File: src/rtl/mem_bus_arbiter.sv
// mem_bus_arbiter
// Shares one single-outstanding memory port between an instruction-fetch
// requester and a load/store requester. Data normally wins contention, but
// a streak counter forces a fetch grant after MAX_DATA_STREAK consecutive
// data grants made while a fetch was waiting. A PC override (fetch_cancel)
// marks the outstanding fetch response to be consumed silently.

module mem_bus_arbiter #(
  parameter int MAX_DATA_STREAK = 4
) (
  input  logic        clk,
  input  logic        reset,

  input  logic [31:0] fetch_addr,
  input  logic        fetch_addr_en,
  input  logic        fetch_cancel,
  output logic [31:0] fetch_inst,
  output logic        fetch_inst_valid,

  input  logic [31:0] ls_addr,
  input  logic [31:0] ls_wdata,
  input  logic        ls_en,
  input  logic        ls_we,
  output logic [31:0] ls_rdata,
  output logic        ls_done,

  output logic [31:0] mem_addr,
  output logic [31:0] mem_wdata,
  output logic        mem_en,
  output logic        mem_we,
  input  logic [31:0] mem_rdata,
  input  logic        mem_rvalid
);

  localparam logic [1:0] IDLE       = 2'd0;
  localparam logic [1:0] FETCH_WAIT = 2'd1;
  localparam logic [1:0] DATA_WAIT  = 2'd2;

  localparam logic [3:0]  STREAK_LIMIT   = 4'(MAX_DATA_STREAK);
  localparam logic [3:0]  STREAK_SAT     = 4'hf;
  localparam logic [31:0] FETCH_IDLE_WORD = 32'hc0defec4;

  logic [1:0]  state;
  logic [1:0]  next_state;
  logic [3:0]  streak_cnt;
  logic        drop;

  // Request parameters captured at grant time; they keep driving the memory
  // port for the whole wait so the memory sees stable address/data.
  logic [31:0] lat_addr;
  logic [31:0] lat_wdata;
  logic        lat_we;

  logic        in_idle;
  logic        fetch_req;
  logic        data_req;
  logic        streak_full;
  logic        grant_fetch;
  logic        grant_data;
  logic        grant_any;
  logic        rsp_fetch;
  logic        rsp_data;

  // Arbitration: a cancelled fetch is not a request this cycle; data wins
  // contention until the streak counter reaches its limit.
  always_comb begin
    in_idle     = (state == IDLE) && !reset;
    fetch_req   = fetch_addr_en && !fetch_cancel;
    data_req    = ls_en;
    streak_full = (streak_cnt == STREAK_LIMIT);
    grant_data  = in_idle && data_req && (!fetch_req || !streak_full);
    grant_fetch = in_idle && fetch_req && !grant_data;
    grant_any   = grant_data || grant_fetch;
  end

  // Memory port: the winner's request goes out combinationally in the grant
  // cycle, otherwise the latched copy of the outstanding request is shown.
  always_comb begin
    mem_en    = grant_any;
    mem_addr  = lat_addr;
    mem_we    = lat_we;
    mem_wdata = lat_wdata;
    if (grant_data) begin
      mem_addr  = ls_addr;
      mem_we    = ls_we;
      mem_wdata = ls_wdata;
    end else if (grant_fetch) begin
      mem_addr  = fetch_addr;
      mem_we    = 1'b0;
      mem_wdata = 32'd0;
    end
  end

  // Response routing: a response only counts in a WAIT state, and a fetch
  // response is swallowed if it was cancelled earlier or in this very cycle.
  always_comb begin
    rsp_fetch        = (state == FETCH_WAIT) && mem_rvalid && !reset;
    rsp_data         = (state == DATA_WAIT) && mem_rvalid && !reset;
    fetch_inst_valid = rsp_fetch && !drop && !fetch_cancel;
    fetch_inst       = fetch_inst_valid ? mem_rdata : FETCH_IDLE_WORD;
    ls_done          = rsp_data;
    ls_rdata         = (rsp_data && !lat_we) ? mem_rdata : 32'd0;
  end

  // Next-state selection for the three-state access sequencer.
  always_comb begin
    next_state = state;
    case (state)
      IDLE: begin
        if (grant_data) begin
          next_state = DATA_WAIT;
        end else if (grant_fetch) begin
          next_state = FETCH_WAIT;
        end
      end
      FETCH_WAIT: begin
        if (mem_rvalid) begin
          next_state = IDLE;
        end
      end
      DATA_WAIT: begin
        if (mem_rvalid) begin
          next_state = IDLE;
        end
      end
      default: next_state = IDLE;
    endcase
  end

  // State register; reset abandons any outstanding access.
  always_ff @(posedge clk) begin
    if (reset) begin
      state <= IDLE;
    end else begin
      state <= next_state;
    end
  end

  // Capture the granted request so the port stays stable during the wait.
  always_ff @(posedge clk) begin
    if (reset) begin
      lat_addr  <= 32'd0;
      lat_wdata <= 32'd0;
      lat_we    <= 1'b0;
    end else if (grant_any) begin
      lat_addr  <= mem_addr;
      lat_wdata <= mem_wdata;
      lat_we    <= mem_we;
    end
  end

  // Count data grants taken while a fetch waits; any fetch grant clears it.
  always_ff @(posedge clk) begin
    if (reset) begin
      streak_cnt <= 4'd0;
    end else if (grant_fetch) begin
      streak_cnt <= 4'd0;
    end else if (grant_data && fetch_addr_en && (streak_cnt != STREAK_SAT)) begin
      streak_cnt <= streak_cnt + 4'd1;
    end
  end

  // Remember a cancel seen during a fetch wait until its response drains.
  always_ff @(posedge clk) begin
    if (reset) begin
      drop <= 1'b0;
    end else if (state == FETCH_WAIT) begin
      if (mem_rvalid) begin
        drop <= 1'b0;
      end else if (fetch_cancel) begin
        drop <= 1'b1;
      end
    end else begin
      drop <= 1'b0;
    end
  end

endmodule

File: config.mk
export PLATFORM = sky130hd
export DESIGN_NAME = mem_bus_arbiter
export DESIGN_NICKNAME = d
export VERILOG_FILES = /design/src/rtl/mem_bus_arbiter.sv
export SDC_FILE = /design/constraint.sdc
export NUM_CORES = 1
export LEC_CHECK = 0
export ABC_AREA = 0
export CAP_MARGIN = 20
export CORE_ASPECT_RATIO = 0.9
export CORE_MARGIN = 5
export CORE_UTILIZATION = 36
export DETAILED_ROUTE_END_ITERATION = 16
export PLACE_DENSITY = 0.87
export SYNTH_ARGS = -nofsm -noshare
export SYNTH_HDL_FRONTEND = slang
export SYNTH_SLANG_ARGS = --single-unit
File: constraint.sdc
create_clock -name clk -period 2.3 [get_ports clk]
set_input_delay 0.23 -clock clk [delete_from_list [all_inputs] [get_ports clk]]
set_output_delay 0.23 -clock clk [all_outputs]
set_load 0.005 [all_outputs]
After elaboration in Yosys (flattened, before gate mapping)

Index checks and enable logic that the tools add are counted.

Reduce and logical (&&, ||, !) cells: 29
Multiplexer cells: 12
Equality and inequality tests: 6
$add $sub $neg: 1
Bitwise gates (word level): 1

Operators by type and width:

| kind                                                             | number |
|---|---|
| 32-bit 2-to-1 mux                                                | 6 |
| 1-bit logical AND                                                | 15 |
| 1-bit logical NOT                                                | 7 |
| 2-bit 2-to-1 mux                                                 | 3 |
| 4-bit by 1-bit adder with 4-bit output (second input constant)   | 1 |
| 4-bit by 3-bit == test with 1-bit output (second input constant) | 1 |
| 4-bit != test (second input constant)                            | 1 |
| 2-bit case mux with 2 select lines                               | 1 |
| 2-bit OR reduction                                               | 2 |
| 3-bit != test (second input constant)                            | 1 |
| 3-bit OR reduction                                               | 1 |
| 2-bit by 1-bit == test with 1-bit output (second input constant) | 1 |
| 2-bit == test (second input constant)                            | 1 |
| 2-bit logical NOT                                                | 1 |
| 1-bit logical OR                                                 | 2 |
| 1-bit 2-to-1 mux                                                 | 2 |
| 2-bit by 1-bit != test with 1-bit output (second input constant) | 1 |
| 2-bit AND reduction                                              | 1 |
| 1-bit inverter                                                   | 1 |

Input bits: 135
Flip-flop bits (word level): 72
Logic and storage cells: 55

Depth between registers and ports, before layout

Depth in word-level cells: 10
Depth in mapped cells: 8
Gate-level depth less buffers: 6

Worst setup path after synthesis

Ideal clock, no wire load.

Path kind: register to output
Start: register state[0]
End: output mem_wdata[17]
Path slack: 0.474 ns
Arrival: 1.596 ns
Stages on the path, launching flop included: 9
Cells stage by stage: dfxtp_1 -> inv_1 -> ha_1 -> and3b_1 -> o21a_1 -> buf_4 -> buf_6 -> buf_2 -> a22o_1

Word-level cells in the longest chain between the ends: 8
Elaborated cells on any way between the ends: 9
Those cells by class: mux (2); reduce/logical (7)

RTL lines:

| what                            | RTL line | source |
|---|---|---|
| from (decl)                     | 43       | `logic [1:0] state;` |
| from (signal assigned)          | 135      | `state <= next_state;` |
| 2-bit logical NOT *             | 67       | `in_idle = (state == IDLE) && !reset;` |
| 1-bit logical AND *             | 67       |  |
| 1-bit logical AND (2 in series) | 71       | `grant_data = in_idle && data_req && (!fetch_req \|\| !streak_full);` |
| 1-bit logical NOT               | 72       | `grant_fetch = in_idle && fetch_req && !grant_data;` |
| 1-bit logical AND               | 72       |  |
| 32-bit 2-to-1 mux               | 87       | `end else if (grant_fetch) begin` |
| 32-bit 2-to-1 mux *             | 83       | `if (grant_data) begin` |
| to (decl)                       | 28       | `output logic [31:0] mem_wdata,` |

Every way passes the cells marked *; elsewhere a longest branch is shown, timed or not.

Final worst setup path

Start: register state[1]
End: output mem_addr[31]

Word-level cells in the longest chain between the ends: 8
Elaborated cells on any way between the ends: 9
Those cells by class: mux (2); reduce/logical (7)

RTL lines:

| what                            | RTL line | source |
|---|---|---|
| 2-bit logical NOT *             | 67       |  |
| 1-bit logical AND *             | 67       |  |
| 1-bit logical AND (2 in series) | 71       |  |
| 1-bit logical NOT               | 72       |  |
| 1-bit logical AND               | 72       |  |
| 32-bit 2-to-1 mux               | 87       |  |
| 32-bit 2-to-1 mux *             | 83       |  |
| to (decl)                       | 27       | `output logic [31:0] mem_addr,` |

Marked as above.

==> results.txt <==
drt pass-1 iters: 4
standard-cell row count: 36
top_reg_cell synth: dfxtp_1
cts bufs inserted: 9
number of synthesized flops with an enable pin: 0
clk_skew: 0.00636 ns
port bufs: 266
Ys Warns: 0
asr flop ratio synth: 0%
Critical R2R Launch: state[1]
first-pass GRT wire length: 25200 um
antenna violations before repair: 2
top cell type's share of synthesized area: 35.9%
post-synthesis simple-gate area fraction: 21.0%
leakage power total: 0.00382 uW
PnR worst setup slack: -0.0946 ns
Die H: 110 um
CTS tree: yes
final count of hold timing violations: 0
Skew-Pair Late Insertion Delay: 0.33 ns
Starting Density: 37.0%
Hold Path Stages: 3
Sw Pwr: 1370 uW
fin util: 77.3%
leading post-synthesis cells by instance count: 72 x dfxtp_1, 68 x nor2_1, 66 x a22o_1
DRC Markers: 0
Peak Freq: 418 MHz
max_slew headroom: 73.5%
Post-Syn Area: 4020 sq um
Syn Nets: 599
combinational family with the most area after synthesis: compound AO/OA/AOI/OAI gates
combinational power share: 37.3%
power density cells: 572 nW/um^2
syn avg cell area: 8.76 sq um
R2R Setup Slk: 0.18 ns
Min-Delay Endpoint: lat_addr[26]
Setup CP Type: reg -> out
critical path data required time: 2.07 ns
crit-path max FO: 8
Final Max Slew Viols: 0
Compound-Gate Fraction of Synth Area: 26.6%
vias per cell: 5.19
Routed WL per cell: 19.0 um
Post-Synth XOR/XNOR Area: 0%
share of layout cells above drive strength 1: 30.9%
die footprint: 13400 sq um
largest net degree at the start of global routing: 50
Reg power frac: 30.7%
Tot Pwr: 4800 uW
NumNets Final: 942
Final Critical Period: 2.39 ns
P_int: 3430 uW
First DRT Iteration DRCs: 287
CTS H-tree lvls: 3
Yosys reg bits: 72
CP Launch Type: register
Synth area leaders: dfxtp_1 36%, a22o_1 14%, mux2i_1 8.2%
chip width: 121 um
most common cell in the netlist: dfxtp_1
number of global-route vias before repair: 5054
failing checks: negative setup slack
Sw Ratio: 28.5%
status: finished with violations
Synth area leader: dfxtp_1
Total GRT Usage: 23.6%
P&R area growth vs syn: 109%
mux contribution to synthesized area: 8.22%
Adder-Cell Fraction of Synth Area: 1.56%
Worst-path clk slew: 0.06 ns
Worst Reg-to-Reg Cells: 11
final WL: 18200 um
vias post-DR: 4986
Top Ports: 267
gpl congestion: 0.890
CTS max path bufs: 2
final setup fails: 10
clock share of power: 31.9%
CP Capture Type: output port
Hold WC Path Type: in -> reg
crit path DAT: 2.16 ns
unrepaired setup endpoints after global routing: true
area of the core: 10900 sq um
DPL Wire Length: 11700 um
Antenna Violating Nets Remaining: 0
Critical R2R Capture: lat_addr[12]
Syn Inst Count: 459
pre-CTS WS: -0.262 ns
aggregate global routing overflow: 0
Num Clock Sinks: 72
clock root buffer master: clkbuf_16
fraction of the cycle the final worst path needs: 104%
number of max-cap violations: 0
register area share after synthesis: 35.9%
Max rail drop VDD: 0.441 mV
post-synthesis cell type count: 39
hold path start: reset
Tightest Pin Transition: 0.398 ns
==> sequential cells by signal (all words and copies together), names as in the netlist <==
register and cells:
lat_addr 32, lat_wdata 32, streak_cnt 4, state 2, drop 1, lat_we 1
==> final cells by class <==
class	instances	area, sq um
Clock inverter	5	80.1
Sequential cell	72	1450
Timing Repair Buffer	374	3670
Multi-Input combinational cell	340	2730
Antenna cell	2	5.00
Inverter	5	21.3
Clock buffer	11	243
Tap cell	152	190
Fill cell	722	2460
==> timing repair <==
item / CTS / global route
resized for setup: 203 / 193
buffers inserted: 16 / 36
pin swaps: 5 / 14
hold buffers: 0 / 0
endpoints found under the setup margin: 96 / 101
gates cloned: 9 / 3
endpoints found under the hold margin: 0 / 0
==> critical path, stage by stage, from the launching register on <==
cell     delay, ns
dfxtp_2       0.36
inv_4         0.05
ha_4          0.16
and3b_2       0.26
buf_12        0.14
buf_6         0.12
buf_12        0.14
buf_4         0.14
mux2i_4       0.18
a21oi_2       0.13
buf_2         0.14
==> power by group through the flow <==
stage          clock network (uW)  logic [uW]  registers [uW]
2_1_floorplan                   0         623            1450
3_3_place_gp                    0        1480            1460
3_5_place_dp                    0        1520            1460
4_1_cts                      1540        1580            1450
5_1_grt                      1600        1920            1490
6_report                     1530        1790            1470
==> how the worst max path moves through the flow <==
stage	from	endpoint	slack, ns	cells past startpoint
after global routing	state[1]	mem_addr[24]	-0.16	10
final	state[1]	mem_addr[31]	-0.09	10
after CTS	state[0]	mem_addr[25]	-0.18	7
after global placement	fetch_addr_en	mem_addr[31]	-0.21	7
after floorplan	state[0]	mem_wdata[17]	0.47	8
after detailed placement	fetch_addr_en	mem_addr[20]	-0.26	7
==> cell families (layout without fill, tap and decap cells) <==
logic type,count (synthesis),count (layout)
and+or+nand+nor,160,160
DFF,72,72
other,0,2
muxes,33,33
adders and majority gates,5,5
AOI/OAI and AO/OA,142,142
buffers and inverters,47,395
==> cells in the final DEF, fill, tap and decap left out, types with 3 or more instances in the layout <==
cell type / instances
a211oi_1: 32
a21oi_1: 14
a21oi_2: 19
a22o_1: 66
and2_1: 47
buf_12: 16
buf_16: 7
buf_2: 25
buf_4: 64
buf_6: 15
clkbuf_16: 12
clkbuf_2: 33
clkdlybuf4s15_1: 9
clkdlybuf4s50_1: 133
dfxtp_1: 68
dfxtp_2: 4
dlygate4sd2_1: 44
dlymetal6s2s_1: 22
inv_2: 3
mux2i_1: 6
mux2i_2: 6
mux2i_4: 21
nand2b_1: 20
nand4_1: 3
nor2_1: 67
==> layer usage <==
layer	vias up	track usage (%)	routed length, um
met1	2379	25.1	6650
met2	213	44.7	9890
met3	38	4.34	1140
met4	0	11.8	533
li1	2356	-	-
met5	-	0	0
==> per-stage QoR <==
stage | area [sq um] | hold WS [ns] | TNS, ns | cells
6_report | 8390 | 0.339 | -0.540 | 961
5_1_grt | 8390 | 0.343 | -2.07 | 961
4_1_cts | 7810 | 0.307 | -1.28 | 923
3_5_place_dp | 7100 | 0.460 | -9.37 | 882
3_3_place_gp | 7100 | 0.456 | -7.72 | 882
2_1_floorplan | 4020 | 0.306 | 0 | 459
(Power assumes the default switching activity.)
==> RTL change 1, RTL diff (same settings) <==
One comparison of `streak_cnt` changes from == to >=.
--- a/src/rtl/mem_bus_arbiter.sv
+++ b/src/rtl/mem_bus_arbiter.sv
@@ -68,5 +68,5 @@
     fetch_req   = fetch_addr_en && !fetch_cancel;
     data_req    = ls_en;
-    streak_full = (streak_cnt == STREAK_LIMIT);
+    streak_full = (streak_cnt >= STREAK_LIMIT);
     grant_data  = in_idle && data_req && (!fetch_req || !streak_full);
     grant_fetch = in_idle && fetch_req && !grant_data;
Check against the original RTL: no difference found for any inputs over 4 cycles, from zero or initial values and one cycle with reset high; that may be too few to reach the edited logic, so the function may still have changed.
==> RTL change 1 against the original RTL <==
  * The run still ends with setup timing left
  * Power fell by 6.5%
  * Sequential share of layout area fell by 0.86 points
  * Clock power rose by 7%
  * Area after synthesis rose by 8.0%
  * Setup slack got worse by 0.0076 ns
  * Critical path depth fell by 2
  * Final area rose by 5.1%
  * Sequential cell count did not move
  * First-iteration DRC count rose by 3.5%
  * Register-to-register slack improved by 0.12 ns
  * Routed wire length rose by 7.5%
  * Cell count rose by 5.1%
  * Highest routed layer unchanged
==> RTL change 1: results (changes against the original RTL) <==
metric,value,unit,change
status,"finished, violations left",,unchanged
failed_checks,setup timing,,unchanged
critPathMaxStageDelay,0.40,ns,was 0.36 ns
synthTopCellsByCount,"72 x dfxtp_1, 72 x inv_1, 61 x a211oi_1",,"was 72 x dfxtp_1, 68 x nor2_1, 66 x a22o_1"
antenna_found_initial,0,,was 2
yosysSeqAreaShare,33.2,%,was 35.9%
placed_cell_area,7530,µm²,was 7100 µm²
critPathMaxFanout,16,,was 8
grt_usage,23.0,%,was 23.6%
root_buffer,clkbuf_16,,unchanged
finClkSkew,0.0151,ns,was 0.00636 ns
synth_mux_area_share,7.84,%,was 8.22%
synthXorXnorAreaFrac,0,%,unchanged
final_nets,984,,was 942
p_leak,4.22,nW,was 3.82 nW
clk_path_buf_depth,2,,unchanged
synthFlopType,dfxtp_1,,unchanged
n_antenna_cell,0,,was 2
globalplace.congestion,0.850,,was 0.890
syn_nets,640,,was 599
drt-total-wl,19.6,mm,was 18.2 mm
clkTransAtPathRegs,0.06,ns,about the same
layout-drive-gt1-share,27.2,%,was 30.9%
grt_pass1_vias,5437,,was 5054
hpwl,12.3,mm,was 11.7 mm
worst_slack,-0.102,ns,was -0.0946 ns
cp-start-kind,flip-flop,,unchanged
ys_warn_count,0,,unchanged
synth_compound_area_share,31.3,%,was 26.6%
drt_pass1_iterations,5,,was 4
synthAdderAreaFrac,1.15,%,was 1.56%
reg.largest.list,"lat_addr x32, lat_wdata x32, streak_cnt x4",,unchanged
peakVddDrop,396,µV,was 441 µV
synth.distinct_cells,41,,was 39
async_flop_share,0,%,unchanged
grt_pass1_wl,27.5,mm,was 25.2 mm
clk_latency,0.33,ns,about the same
port_buffers,266,,unchanged
grt_max_degree,42,,was 50
critPathSlowestCell,a211oi_1,,was dfxtp_2
cts_buffers,9,,unchanged
initialDrtViolationCount,297,,was 287
cts_max_level,3,,unchanged
relSlewSlack,52.7,%,was 73.5%
setup_viol,9,,was 10
synthTopCellsByArea,"dfxtp_1 33%, a211oi_1 11%, mux2i_1 7.8%",,"was dfxtp_1 36%, a22o_1 14%, mux2i_1 8.2%"
detail_route.vias_per_cell,5.40,,was 5.19
hold_path_class,in2reg,,unchanged
-- RTL change 1: final timing paths --
| path | endpoint | slack, ns | cells after the start | from |
|---|---|---|---|---|
| worst max-delay path | mem_addr[16] | -0.10 | 8 | state[0] |
| worst min-delay path | drop | 0.31 | 3 | reset |
| worst max register to register | lat_addr[16] | 0.30 | 8 | state[0] |
| worst min register to register | lat_wdata[10] | 0.48 | 2 | lat_wdata[10] |
-- RTL change 1: layout make-up --
| cell class | instances | area [µm²] |
|---|---|---|
| multi-input cells | 305 | 2800 |
| inverters | 73 | 274 |
| clock inverters | 6 | 115 |
| clock buffers | 10 | 239 |
| flip-flops and latches | 72 | 1440 |
| repair buffers | 384 | 3750 |
| fillers | 800 | 3120 |
| well taps | 160 | 200 |
-- RTL change 1: routing by layer --
| metal | part of all wire [%] | wire length, µm | GRT usage (%) | vias up |
|---|---|---|---|---|
| met2 | 53 | 10400 | 43.7 | 258 |
| li1 | - | - | - | 2539 |
| met1 | 38 | 7440 | 25.5 | 2617 |
| met4 | 2.6 | 507 | 7.88 | 0 |
| met3 | 6.2 | 1220 | 4.85 | 45 |
| met5 | 0 | 0 | 0 | - |
-- RTL change 1: what timing repair did --
item                       4_1_cts  5_1_grt
resized for setup              191      118
hold buffers                     0        0
setup buffers                   28       18
pin swaps                       18        5
cloned                           1        7
setup endpoints to repair       97       65
-- RTL change 1: report_power, final --
part	leakage, nW	internal (mW)	switching (mW)
logic	3.46	0.832	0.596
clock network	0.169	1.10	0.548
registers	0.593	1.35	0.0645
-- RTL change 1: cells by family after synthesis --
group	after synthesis
buffers and inverters	124
adders and majority gates	4
AOI/OAI and AO/OA	178
and+or+nand+nor	89
DFF	72
muxes	34
-- RTL change 1: per-stage QoR --
stage,cells,worst slack [ns],TNS (ns)
6_report,1010,-0.102,-0.501
5_1_grt,1010,-0.184,-2.28
4_1_cts,989,-0.100,-0.861
3_5_place_dp,944,-0.147,-2.08
3_3_place_gp,944,-0.0842,-1.14
2_1_floorplan,501,0.624,0
-- RTL change 1: worst reg2reg max path: cells and delay by family, from the launching register on --
| kind | cells | cell delay (ns) |
|---|---|---|
| buffers and inverters | 4 | 0.70 |
| AOI/OAI and AO/OA | 2 | 0.47 |
| DFF | 1 | 0.32 |
| and+or+nand+nor | 1 | 0.23 |
| adders and majority gates | 1 | 0.16 |
==> RTL change 2, RTL diff (same flow settings) <==
Made on the original files. Put a register stage on the output `ls_rdata`, cleared by the reset. The value now appears one clock later. The other outputs are not delayed to match.
--- a/src/rtl/mem_bus_arbiter.sv
+++ b/src/rtl/mem_bus_arbiter.sv
@@ -40,4 +40,6 @@
   localparam logic [3:0]  STREAK_SAT     = 4'hf;
   localparam logic [31:0] FETCH_IDLE_WORD = 32'hc0defec4;
+
+  logic [31:0] ls_rdata_d;
 
   logic [1:0]  state;
@@ -100,5 +102,5 @@
     fetch_inst       = fetch_inst_valid ? mem_rdata : FETCH_IDLE_WORD;
     ls_done          = rsp_data;
-    ls_rdata         = (rsp_data && !lat_we) ? mem_rdata : 32'd0;
+    ls_rdata_d       = (rsp_data && !lat_we) ? mem_rdata : 32'd0;
   end
 
@@ -176,4 +178,12 @@
   end
 
+  always_ff @(posedge clk) begin
+    if (reset) begin
+      ls_rdata <= '0;
+    end else begin
+      ls_rdata <= ls_rdata_d;
+    end
+  end
+
 endmodule
 
Function: changed (a bounded check fails within 4 cycles, from zero or initial values and one cycle with reset high).
==> RTL change 2 against the original RTL <==
  * Setup slack better by 0.098 ns
  * Critical path depth is 1 lower
  * Final area is 0.21% lower
  * Area after synthesis is 16% higher
  * Sequential cell count rose by 32
  * Register-to-register slack better by 0.09 ns
  * Power up 6.9%
  * Routed wire length down 5.5%
  * Critical path type unchanged
  * Critical endpoint is now mem_wdata[8]
  * Largest power group is now registers
  * Highest routed layer unchanged
==> RTL change 2: results (changes against the original RTL) <==
metric,value,unit,change
nClkBuffers,12,,was 11
synthTopCellsByArea,"dfxtp_1 45%, a22o_1 12%, mux2i_1 7.1%",,"was dfxtp_1 36%, a22o_1 14%, mux2i_1 8.2%"
antenna_found_initial,0,,was 2
period_needed,2.30,ns,was 2.39 ns
power.density,613,nW/µm²,was 572 nW/µm²
critPathArrivalTime,2.07,ns,was 2.16 ns
final_nets,926,,was 942
grt_usage,20.7,%,was 23.6%
yosysSeqAreaShare,44.7,%,was 35.9%
synth_area_per_cell,9.49,µm²,was 8.76 µm²
dpl.cell_count,910,,was 882
grt_max_degree,41,,was 50
rows,39,,was 36
nFillCells,976,,was 722
rrSetupSlack,0.27,ns,was 0.18 ns
critPathMaxStageDelay,0.34,ns,was 0.36 ns
met1_usage,22.2,%,was 25.1%
post-cts-setup-buffers,11,,was 16
finish.utilization,66.0,%,was 77.3%
globalplace.congestion,0.820,,was 0.890
status,completed,,"was finished, violations left"
n_antenna_cell,0,,was 2
clkSinkCount,104,,was 72
peakVddDrop,461,µV,was 441 µV
critPathLaunch,streak_cnt[1],,was state[1]
grt_pass1_wl,25.6,mm,was 25.2 mm
p_comb_share,31.1,%,was 37.3%
holdPathEnd,streak_cnt[1],,was lat_addr[26]
reg.largest.list,"lat_addr x32, lat_wdata x32, ls_rdata x32",,"was lat_addr x32, lat_wdata x32, streak_cnt x4"
nonClockBufferCount,326,,was 374
nonClkBufAreaFrac,37.7,%,was 43.8%
powerSeq,2.03,mW,was 1.47 mW
relSlewSlack,72.0,%,was 73.5%
cts.repair.resized,229,,was 203
wire_per_inst,18.0,µm,was 19.0 µm
-- RTL change 2: cell families after synthesis --
family / Yosys count / synth area share, %
simple gates: 160 / 18.1
flops: 104 / 44.7
compound gates: 142 / 22.9
buf+inv: 47 / 5.88
fa+ha+maj: 5 / 1.34
mux: 33 / 7.09
-- RTL change 2: per-stage QoR --
step	TNS (ns)	hold WS, ns
2_1_floorplan	0	0.306
3_3_place_gp	-4.34	0.457
3_5_place_dp	-7.05	0.458
4_1_cts	-0.334	0.301
5_1_grt	-1.24	0.330
6_report	0	0.327
-- RTL change 2: routing by layer --
| layer | wire (µm) | part of all wire, % | vias up |
|---|---|---|---|
| met2 | 8780 | 51 | 214 |
| met1 | 6390 | 37 | 2291 |
| met3 | 1680 | 9.8 | 30 |
| li1 | - | - | 2352 |
| met5 | 0 | 0 | - |
| met4 | 367 | 2.1 | 0 |
-- RTL change 2: tightest hold or removal path: cells and delay by family --
kind / cells / cell delay, ns
compound gates: 1 / 0.06
buf+inv: 2 / 0.34
